==> src/rtl/mux_sel_pkg.sv <==
// mux_sel_pkg
// Shared definitions for the one-hot select sequencer:
//   - state_e      : FSM state encoding (ST_IDLE / ST_RUN)
//   - NCH          : number of select lines (fixed at 4)
//   - idx_to_onehot: 2-bit channel index -> 4-bit one-hot select vector
package mux_sel_pkg;

    localparam int NCH = 4;

    typedef enum logic {
        ST_IDLE = 1'b0,
        ST_RUN  = 1'b1
    } state_e;

    // Convert a channel index into the matching one-hot select pattern
    function automatic logic [NCH-1:0] idx_to_onehot(input logic [1:0] idx);
        logic [NCH-1:0] oh;
        case (idx)
            2'd0:    oh = 4'b0001;
            2'd1:    oh = 4'b0010;
            2'd2:    oh = 4'b0100;
            2'd3:    oh = 4'b1000;
            default: oh = 4'b0000;
        endcase
        return oh;
    endfunction

endpackage

==> src/rtl/mux_sel_dwell_cnt.sv <==
// mux_sel_dwell_cnt
// DW-bit dwell counter. Counts up while enabled and rolls back to zero after
// reaching the programmed limit (dwell-1). A synchronous clear overrides the
// enable. tc flags the last cycle of the current dwell.
// Ports:
//   clk, rst_n : clock, asynchronous active-low reset
//   clr        : synchronous clear to zero (priority over en)
//   en         : advance the counter this cycle
//   limit      : terminal value (dwell-1)
//   tc         : high when the count equals limit
module mux_sel_dwell_cnt #(
    parameter int DW = 8
) (
    input  logic          clk,
    input  logic          rst_n,
    input  logic          clr,
    input  logic          en,
    input  logic [DW-1:0] limit,
    output logic          tc
);

    logic [DW-1:0] cnt_r;

    assign tc = (cnt_r == limit);

    // Dwell count register: clear, roll over at the limit, or increment
    always_ff @(posedge clk or negedge rst_n) begin
        if (!rst_n) begin
            cnt_r <= '0;
        end else if (clr) begin
            cnt_r <= '0;
        end else if (en) begin
            if (tc) begin
                cnt_r <= '0;
            end else begin
                cnt_r <= cnt_r + {{(DW-1){1'b0}}, 1'b1};
            end
        end else begin
            cnt_r <= cnt_r;
        end
    end

endmodule

==> src/rtl/mux_sel_sequencer.sv <==
// mux_sel_sequencer
// Generates round-robin one-hot select lines s0->s1->s2->s3 for a 4:1 mux,
// holding each select for a programmable dwell. Continuous or single-sweep
// operation, start/stop control and an end-of-sweep strobe.
// Optional build macro: MUX_SEL_PAUSE_EN adds a 'pause' input that freezes
// the sequence (counter, channel and select) while in RUN.
// Ports:
//   clk, rst_n     : clock, asynchronous active-low reset
//   start          : begin sequencing (IDLE only)
//   stop           : abort sequencing, highest priority
//   mode           : 0 continuous, 1 single sweep (latched at start)
//   dwell[DW-1:0]  : cycles per select, 0 treated as 1 (latched at start)
//   pause          : (MUX_SEL_PAUSE_EN only) hold the current select
//   s0..s3         : registered one-hot select lines
//   ch_idx[1:0]    : active select index, 0 in IDLE
//   busy           : high while in RUN
//   sweep_done     : one-cycle pulse after s3's final dwell cycle
module mux_sel_sequencer #(
    parameter int DW  = 8,
    parameter int NCH = 4
) (
    input  logic          clk,
    input  logic          rst_n,
    input  logic          start,
    input  logic          stop,
    input  logic          mode,
    input  logic [DW-1:0] dwell,
`ifdef MUX_SEL_PAUSE_EN
    input  logic          pause,
`endif
    output logic          s0,
    output logic          s1,
    output logic          s2,
    output logic          s3,
    output logic [1:0]    ch_idx,
    output logic          busy,
    output logic          sweep_done
);

    import mux_sel_pkg::*;

    state_e           state_r, state_s;
    logic [NCH-1:0]   sel_r, sel_s;
    logic [1:0]       ch_idx_r, ch_idx_s;
    logic             busy_r, busy_s;
    logic             sweep_done_r, sweep_done_s;
    logic             mode_r, mode_s;
    logic [DW-1:0]    dwell_r, dwell_s;
    logic             pause_s;
    logic             tc_s;
    logic             cnt_clr_s;
    logic             cnt_en_s;
    logic [DW-1:0]    limit_s;

`ifdef MUX_SEL_PAUSE_EN
    assign pause_s = pause;
`else
    assign pause_s = 1'b0;
`endif

    // Counter restarts on every entry into RUN because it is held clear in IDLE
    // and on stop; it only runs while sequencing and not paused.
    assign cnt_clr_s = (state_r == ST_IDLE) || stop;
    assign cnt_en_s  = (state_r == ST_RUN) && !pause_s;
    assign limit_s   = dwell_r - {{(DW-1){1'b0}}, 1'b1};

    mux_sel_dwell_cnt #(
        .DW (DW)
    ) u_dwell_cnt (
        .clk   (clk),
        .rst_n (rst_n),
        .clr   (cnt_clr_s),
        .en    (cnt_en_s),
        .limit (limit_s),
        .tc    (tc_s)
    );

    // Next-state and next-output logic for the IDLE/RUN sequencer
    always_comb begin
        state_s      = state_r;
        sel_s        = sel_r;
        ch_idx_s     = ch_idx_r;
        busy_s       = busy_r;
        sweep_done_s = 1'b0;
        mode_s       = mode_r;
        dwell_s      = dwell_r;
        case (state_r)
            ST_IDLE: begin
                if (start && !stop) begin
                    state_s  = ST_RUN;
                    mode_s   = mode;
                    dwell_s  = (dwell == '0) ? {{(DW-1){1'b0}}, 1'b1} : dwell;
                    ch_idx_s = 2'd0;
                    sel_s    = idx_to_onehot(2'd0);
                    busy_s   = 1'b1;
                end else begin
                    state_s  = ST_IDLE;
                    sel_s    = '0;
                    ch_idx_s = 2'd0;
                    busy_s   = 1'b0;
                end
            end
            ST_RUN: begin
                if (stop) begin
                    state_s  = ST_IDLE;
                    sel_s    = '0;
                    ch_idx_s = 2'd0;
                    busy_s   = 1'b0;
                end else if (tc_s && !pause_s) begin
                    if (ch_idx_r == 2'd3) begin
                        // End of s3's dwell: strobe, then wrap or finish
                        sweep_done_s = 1'b1;
                        ch_idx_s     = 2'd0;
                        if (mode_r) begin
                            state_s = ST_IDLE;
                            sel_s   = '0;
                            busy_s  = 1'b0;
                        end else begin
                            state_s = ST_RUN;
                            sel_s   = idx_to_onehot(2'd0);
                            busy_s  = 1'b1;
                        end
                    end else begin
                        ch_idx_s = ch_idx_r + 2'd1;
                        sel_s    = idx_to_onehot(ch_idx_r + 2'd1);
                    end
                end else begin
                    state_s = ST_RUN;
                end
            end
            default: begin
                state_s  = ST_IDLE;
                sel_s    = '0;
                ch_idx_s = 2'd0;
                busy_s   = 1'b0;
            end
        endcase
    end

    // State and registered-output update
    always_ff @(posedge clk or negedge rst_n) begin
        if (!rst_n) begin
            state_r      <= ST_IDLE;
            sel_r        <= '0;
            ch_idx_r     <= 2'd0;
            busy_r       <= 1'b0;
            sweep_done_r <= 1'b0;
            mode_r       <= 1'b0;
            dwell_r      <= '0;
        end else begin
            state_r      <= state_s;
            sel_r        <= sel_s;
            ch_idx_r     <= ch_idx_s;
            busy_r       <= busy_s;
            sweep_done_r <= sweep_done_s;
            mode_r       <= mode_s;
            dwell_r      <= dwell_s;
        end
    end

    assign s0         = sel_r[0];
    assign s1         = sel_r[1];
    assign s2         = sel_r[2];
    assign s3         = sel_r[3];
    assign ch_idx     = ch_idx_r;
    assign busy       = busy_r;
    assign sweep_done = sweep_done_r;

endmodule

==> config.mk <==
export PLATFORM = sky130hd
export DESIGN_NAME = mux_sel_sequencer
export DESIGN_NICKNAME = d
export VERILOG_FILES = /design/src/rtl/mux_sel_pkg.sv /design/src/rtl/mux_sel_dwell_cnt.sv /design/src/rtl/mux_sel_sequencer.sv
export SDC_FILE = /design/constraint.sdc
export NUM_CORES = 1
export LEC_CHECK = 0
export ABC_AREA = 1
export BUFFER_PORTS_ARGS = -buffer_cell sky130_fd_sc_hd__buf_2
export CORE_UTILIZATION = 61
export CTS_BUF_LIST = sky130_fd_sc_hd__clkbuf_8
export DETAILED_ROUTE_END_ITERATION = 10
export GPL_TIMING_DRIVEN = 0
export PLACE_DENSITY_LB_ADDON = 0.2
export SLEW_MARGIN = 30
export SYNTH_ARGS = -nofsm -noshare
export SYNTH_HDL_FRONTEND = slang
export SYNTH_HIERARCHICAL = 1
export SYNTH_SLANG_ARGS = --single-unit
==> constraint.sdc <==
create_clock -name clk -period 6.39 [get_ports clk]
set_input_delay 1.917 -clock clk [delete_from_list [all_inputs] [get_ports clk]]
set_output_delay 1.917 -clock clk [all_outputs]
set_load 0.1 [all_outputs]
==> results.py <==
metrics = {
    "critical_path": {
        "crit_buf_inv": 1,
        "arrival_ns": 1.15,
        "start_kind": "flop",
        "endpoint_kind": "output pin",
        "cpMaxStageDelayCell": "buf_2",
        "critPathRequiredTime_ns": 4.47,
        "critPathMaxFanout": 5,
        "crit_chain": "buf_2",
        "slowest_delay_ns": 0.46,
        "criticalPathCategory": "flop to output pin",
        "critPathTopFamily": "buffers and inverters",
    },
    "placed_design": {
        "preCtsSetupSlack_ns": 3.336,
        "gp_congestion": 0.8042,
        "io_buffers": 20,
        "dp_hpwl_um": 2311,
    },
    "timing": {
        "fin_setup_tns_ns": 0,
        "period_minus_slack_ns": 3.071,
        "timing.final.crit_share": 0.4806,
        "hold_viol": 0,
        "rsz0062_at_grt": "false",
        "worstMarginPinSlew_ns": 0.5960,
        "slew_headroom": 0.6027,
        "fin_ws_ns": 3.319,
        "skew_ns": 0.002858,
        "slew_violations": 0,
        "fmax_mhz": 325.6,
        "setup_violations": 0,
    },
    "routing": {
        "firstDrtPassIters": 4,
        "viasPerCell": 4.985,
        "ant_nets": 0,
        "dr_total_vias": 1346,
        "drc_errors": 0,
        "drtIter0Drc": 16,
        "wl_per_cell_um": 11.23,
        "wl_um": 3033,
    },
    "clock_network": {
        "cts_setup_buffers": 0,
        "numClockSinks": 26,
        "h-tree-depth": 1,
        "ctsHoldBuffers": 0,
        "clockRootBuffer": "clkbuf_8",
        "insertion_delay_ns": 0.27,
        "cts_made_buffers": 3,
        "clock_path_buffers": 2,
        "ctsResizeCount": 0,
        "cts_tree": "done",
        "clkTransAtPathRegs_ns": 0.09,
    },
    "synth": {
        "yosysMostFrequentCell": "nand2_1",
        "synthArstFlopShare": 1.000,
        "synth_top_cell_area_share": 0.3985,
        "syn_inst": 216,
        "syn-mean-instance-area_sq_um": 7.559,
        "ys_warn_count": 6,
        "netlist_top_cells_area": "dfrtp_1 40%, nand2_1 15%, inv_1 7.4%, ha_1 5.4%, nor2_1 4.6%",
        "ys_types": 24,
        "synthTopCellsByCount": "64 x nand2_1, 32 x inv_1, 26 x dfrtp_1",
        "seq_area_frac_synth": 0.3985,
        "yosys.area.top_type": "dfrtp_1",
        "ys.flop_type": "dfrtp_1",
        "synth_edf_count": 0,
        "synth.net_count": 236,
        "synth_seq_cells": 26,
        "syn_area_sq_mm": 0.001633,
    },
    "global_route": {
        "grt_usage": 0.2519,
        "antenna_found_initial": 0,
        "grt_max_degree": 27,
        "grt_pass1_vias": 1267,
        "grt_overflow": 0,
        "grt_pass1_wl_um": 5250,
    },
    "worst_hold_path": {
        "hold_class": "flop to flop",
    },
    "die": {
        "die_h_um": 53.74,
        "placementRows": 18,
        "coreArea_sq_mm": 0.002500,
        "initial_core_util": 0.6532,
        "ioPinCount": 21,
        "die-area_sq_mm": 0.002887,
        "chipWidth_um": 53.74,
    },
    "run_status": {
        "status": "finished clean",
    },
    "finish": {
        "drive_gt1_frac": 0.2042,
        "area_delta_synth_final_pct": 11.80,
        "antenna_cells": 0,
        "finalNetCount": 261,
        "fin_util": 0.7302,
    },
    "power": {
        "p_leak_nw": 0.9742,
        "peakVddDrop_mv": 0.2573,
        "powerDensity_mw_per_mm2": 317.7,
    },
    "job": {
        "cap_violations": 0,
    },
}
-- worst paths after layout --
| check | from | endpoint | slack, ns | depth (start not counted) |
|---|---|---|---|---|
| worst max register to register | dwell_r[0] | busy | 4.04 | 16 |
| min in group asynchronous | rst_n | dwell_r[4] | 1.64 | 1 |
| worst min-delay path | mode_r | mode_r | 0.50 | 2 |
| worst max-delay path | ch_idx[1] | ch_idx[1] | 3.32 | 1 |
| max in group asynchronous | rst_n | ch_idx[0] | 4.36 | 1 |
| worst min register to register | mode_r | mode_r | 0.50 | 2 |
-- layout by cell type (no fill, tap or decap), types with 2 or more instances in the layout --
| master | instances |
|---|---|
| a21oi_1 | 6 |
| buf_2 | 20 |
| clkbuf_8 | 4 |
| dfrtp_1 | 26 |
| ha_1 | 7 |
| inv_1 | 32 |
| inv_2 | 2 |
| nand2_1 | 64 |
| nand2_2 | 4 |
| nand2_4 | 3 |
| nand3_1 | 11 |
| nand4_1 | 4 |
| nor2_1 | 20 |
| nor2_2 | 6 |
| nor3_1 | 2 |
| o21ai_0 | 4 |
| o21ai_1 | 4 |
| o21ai_2 | 5 |
| xnor2_1 | 6 |
| xor2_1 | 4 |
-- stage by stage --
step                cell area, sq um  total power, mW  hold slack [ns]  cells
floorplan                       1633           0.4322           0.4487    216
CTS                             1826           0.5876           0.5008    270
global placement                1770           0.4746           0.4618    266
detailed placement              1770           0.4791           0.4774    266
global route                    1826           0.6313           0.5170    270
finish                          1826           0.5799           0.4959    270
-- registers in the layout, indices dropped and copies added, names as in the netlist --
| register | cells |
|---|---|
| sel_r | 4 |
| dwell_r | 8 |
| u_dwell_cnt/cnt_r | 8 |
| cnt_en_s | 1 |
| busy | 1 |
| ch_idx | 2 |
| mode_r | 1 |
| sweep_done | 1 |
-- layer usage --
metal / share of wire / GRT usage / up-vias
li1: - / - / 714
met1: 0.47 / 0.2948 / 610
met2: 0.50 / 0.4588 / 16
met3: 0.023 / 0.03955 / 6
met4: 0.0096 / 0.08772 / 0
met5: 0 / 0 / -
-- report_power, final --
group | internal (mW) | total [mW] | leakage (nW) | switching (mW)
logic | 0.0844 | 0.250 | 0.603 | 0.166
registers | 0.197 | 0.225 | 0.342 | 0.0277
clock network | 0.0550 | 0.105 | 0.0288 | 0.0495
-- area by class of cell --
| cell class | instances | area, sq um |
|---|---|---|
| tap | 30 | 37.54 |
| inverter | 35 | 133.9 |
| buffer | 2 | 31.28 |
| timing repair buffer | 20 | 100.1 |
| multi-input combinational | 153 | 817.0 |
| clock buffer | 4 | 55.05 |
| fill | 209 | 674.4 |
| sequential | 26 | 650.6 |
-- kinds of logic after synthesis --
kind of cell | count (synthesis) | share of synthesized area
and+or+nand+nor | 116 | 0.3180
buffers and inverters | 37 | 0.1012
DFF | 26 | 0.3985
AOI/OAI and AO/OA | 20 | 0.07510
xor gates and xnor gates | 10 | 0.05364
adders and majority gates | 7 | 0.05364
No activity file was read; power rests on OpenSTA's default activity.
